===== src/rtl/b_priority_encoder.sv =====
// Registered priority encoder: reduces a request vector to the index of its
// highest set bit, plus valid, one-hot grant and multiple-request flags.
module b_priority_encoder #(
   parameter int WIDTH = 8,
   parameter int IDX_W = 3
) (
   input  logic             clk,
   input  logic             rst,
   input  logic [WIDTH-1:0] d,
   output logic [IDX_W-1:0] q,
   output logic             valid,
   output logic [WIDTH-1:0] grant,
   output logic             multi
);

   localparam logic [WIDTH-1:0] ONE = {{(WIDTH-1){1'b0}}, 1'b1};

   logic [IDX_W-1:0] idx_next;
   logic [WIDTH-1:0] grant_next;
   logic [WIDTH-1:0] d_less;
   logic             any_next;
   logic             multi_next;

   // Ascending scan, so the last (highest) set bit found wins.
   always_comb begin
      idx_next = '0;
      for (int i = 0; i < WIDTH; i++) begin
         if (d[i]) begin
            idx_next = i[IDX_W-1:0];
         end
      end
   end

   // Clearing the lowest set bit leaves something only if two or more were set.
   assign d_less     = d - ONE;
   assign multi_next = |(d & d_less);
   assign any_next   = |d;
   assign grant_next = any_next ? (ONE << idx_next) : '0;

   always_ff @(posedge clk or posedge rst) begin
      if (rst) begin
         q     <= '0;
         valid <= 1'b0;
         grant <= '0;
         multi <= 1'b0;
      end else begin
         q     <= idx_next;
         valid <= any_next;
         grant <= grant_next;
         multi <= multi_next;
      end
   end

endmodule


===== config.mk =====
export PLATFORM = sky130hd
export DESIGN_NAME = b_priority_encoder
export DESIGN_NICKNAME = d
export VERILOG_FILES = /design/src/rtl/b_priority_encoder.sv
export SDC_FILE = /design/constraint.sdc
export NUM_CORES = 1
export LEC_CHECK = 0
export CORE_UTILIZATION = 36
export DETAILED_ROUTE_END_ITERATION = 10
export GPL_ROUTABILITY_DRIVEN = 0
export HOLD_SLACK_MARGIN = 0.12
export PLACE_DENSITY = 0.8
export SKIP_CTS_REPAIR_TIMING = 1
export SLEW_MARGIN = 15
export SYNTH_ARGS = -nofsm -noshare
export SYNTH_HDL_FRONTEND = slang
export SYNTH_SLANG_ARGS = --single-unit

===== constraint.sdc =====
create_clock -name clk -period 0.8 [get_ports clk]
set_input_delay 0.24 -clock clk [delete_from_list [all_inputs] [get_ports clk]]
set_output_delay 0.24 -clock clk [all_outputs]
set_load 0.005 [all_outputs]

**Yosys cells after proc, flatten, opt, wreduce, memory -nomap -nowiden**

Index checks and enable logic that the tools add are counted.

- Add/sub/neg operators: 1
- Shift-type cells: 1
- Mux-type cells: 8
- Bitwise logic cells: 1
- Reductions and logical operators: 2

Operator list:

| operator | count |
|---|---|
| $mux W3 | 6 |
| $reduce_or A8 Y1 | 2 |
| $and A8 B8 Y8 | 1 |
| $mux W8 | 1 |
| $shl A1 B3 Y8 const A | 1 |
| $sub A8 B1 Y8 const B | 1 |
| $mux W1 | 1 |

- Flip-flop bits (word level): 13
- Bits of input ports: 10
- Output and inout bits: 13
- Logic and storage cells: 17

**Logic depth before layout (Yosys ltp)**

- Word-level depth: 9
- Mapped depth: 4
- Mapped depth without buffers: 4

**Least setup slack after synthesis**

OpenSTA, ideal clock, no wires.

- Path type: input port to flip-flop
- From: in d[1]
- To: reg grant[3]
- Library setup time: 126 ps
- Arrival time: 919 ps
- Data required time: 674 ps
- Setup slack: -245 ps
- Stages: 4
- Buffers on the path: 0
- Cell sequence: nor4_2 > nand2b_2 > nand2b_4 > nor3_2

- Cells in the longest elaborated chain, start to end: 9
- Elaborated cells on any way between the ends: 10
- Classes of those cells: shift: 1; mux: 8; reduce/logical: 1

Ends and longest elaborated chain:

| element | RTL line | source |
|---|---|---|
| from (decl) | 9 | `input logic [WIDTH-1:0] d,` |
| $mux W1 | 28 | `if (d[i]) begin` |
| $mux W3 (6 in a row) | 28 |  |
| $shl A1 B3 Y8 | 38 | `assign grant_next = any_next ? (ONE << idx_next) : '0;` |
| $mux W8 (*) | 38 |  |
| named net grant_next[3] | 19 | `logic [WIDTH-1:0] grant_next;` |
| to (signal assigned) | 49 | `grant <= grant_next;` |
| to (decl) | 12 | `output logic [WIDTH-1:0] grant,` |

The timed path passes the listed nets; every way through them passes the cells marked *.

**Worst setup path after layout**

- From: reg grant[6]
- To: out grant[6]

No word-level cell between the ends.

==> results.ini <==
[setup_path]
crit_path_max_fanout = 1
critPathTopFamily = flip-flops
start_kind = register
crit_chain = clkbuf_2
crit_type = reg -> out
crit_start = grant[6]
cp.required_ps = 560
cp_slowest_stage_delay_ps = 370
arrival_ps = 760
slowest_stage = dfrtp_1
cp-end-kind = output pin
crit_buf_inv = 1

[global_routing]
grt_pass1_vias = 420
antenna_found_initial = 0
grt_overflow_total = 0
grt_max_degree = 14
track_usage_pct = 17.59
grt_pass1_wl_um = 1780

[sta]
setup_viol = 19
fmax_mhz = 1001
post-route-period-util_pct = 124.9
fin_hold_ws_ps = 250.4
rsz0062_at_grt = yes
period_minus_slack_ps = 999.2
maxSlewHeadroom_pct = 72.95
final_max_slew_viol_count = 0
tightest_slew_ps = 405.8
fin_ws_ps = -199.2
final-hold-violation-count = 0

[finish]
final_core_util_pct = 65.15
postLayoutCellArea_um2 = 879.6
diodes = 0
final_nets = 91
final-seq-area_um2 = 325.3
fillers = 107
drive_gt1_share_pct = 60.00
final_cell_mix = dfrtp_1 (13), clkbuf_2 (13), buf_4 (9)
multi_input_area_um2 = 252.7
area_growth_pct = 61.24

[synthesis]
postSynthCellCount = 45
yosysSeqAreaShare_pct = 59.63
syn_area_per_cell_um2 = 12.12
netlist_area_um2 = 545.5
synth.distinct_cells = 21
yosys_warnings = 0
synth-seq-cells = 13
synth_fp_nets = 55

[clocking]
numCtsBuffers = 3
htreeDepth = 1
cts_tree = done
clock-sinks = 13
path_clk_slew_ps = 80
cts-root-buf = clkbuf_4
clockBufferDepth = 2

[placement]
preCtsSetupSlack_ps = -809.1
hpwlAfterDp_um = 919.8
dpl-instance-area_um2 = 857.1
port-buffer-count = 22

[die]
start_util_pct = 40.41
num_rows = 13
ios = 23
die_area_um2 = 1675
core_um2 = 1350
die_w_um = 40.93
die_h_um = 40.93

[drt]
wirelength_um = 1211
vias_per_cell = 4.989
drtIter0Drc = 9
num_vias = 474
drc = 0
ant_nets = 0
firstDrtPassIters = 4
wl_per_cell_um = 12.75

[power]
peakVddDrop_mv = 0.7673
powerDensity_nw_per_um2 = 1494
leakage_nw = 0.3978
p_total_w = 0.001314

[hold_path]
hold_class = in -> reg
hold_start = d[0]

[job]
cap_violations = 0

[status]
violations = setup timing
status = finished with violations

## cell usage after synthesis, drive strengths merged
cell type  count  share of area [%]
nor2b          2                2.3
o2111ai        1                1.6
nor2           6                4.1
nand2          3                2.1
a222oi         1                1.8
a21oi          1               0.92
dfrtp         13                 60
inv            2                1.4
o21ai          2                1.8
o21bai         1                1.4
nand2b         2                4.1
nor3           5                5.5
nor4           2                6.2
clkbuf         1               0.69
o31ai          1                3.9
and2           2                2.5
## cells by family after synthesis
group           share of synthesized area [%]
compound gates                          11.47
flops                                   59.63
buf+inv                                 2.064
simple gates                            26.83
## through the flow
stage	std cells	setup TNS, ps
global placement	88	-11040
CTS	92	-11850
detailed placement	88	-11520
floorplan	45	-696.7
finish	95	-2814
global route	95	-3652
## area by class of cell
cell class              instances  share of cell area, %
clock buffers                   4                  2.987
inverters                       2                 0.8535
repair buffers                 32                  28.31
flip-flops and latches         13                  36.98
well taps                      15                  2.134
multi-input cells              29                  28.73
## per-layer routing
| metal | vias to the layer above | GRT usage, % | share of wire [%] |
|---|---|---|---|
| li1 | 228 | - | - |
| met1 | 224 | 17.51 | 37 |
| met2 | 19 | 29.69 | 55 |
| met3 | 3 | 8.152 | 6.5 |
| met4 | 0 | 10.00 | 1.3 |
| met5 | - | 0 | 0 |
## path summary, 6_finish.rpt
check	cells past startpoint	end	slack, ps
max in group asynchronous	3	grant[2]	400
worst max-delay path	1	grant[6]	-200
min in group asynchronous	3	q[2]	280
worst min-delay path	3	multi	250
## report_power, final
part / switching (W) / leakage (nW) / internal, W
clock network: 0.000211 / 0.0150 / 0.000193
logic: 0.000111 / 0.228 / 0.000118
registers: 0.00000528 / 0.155 / 0.000675
total: 0.000328 / 0.398 / 0.000987
## state kept, by name (all words and copies together) (netlist names)
signal	count
multi	1
valid	1
grant	8
q	3
No activity file was read; power rests on OpenSTA's default activity.
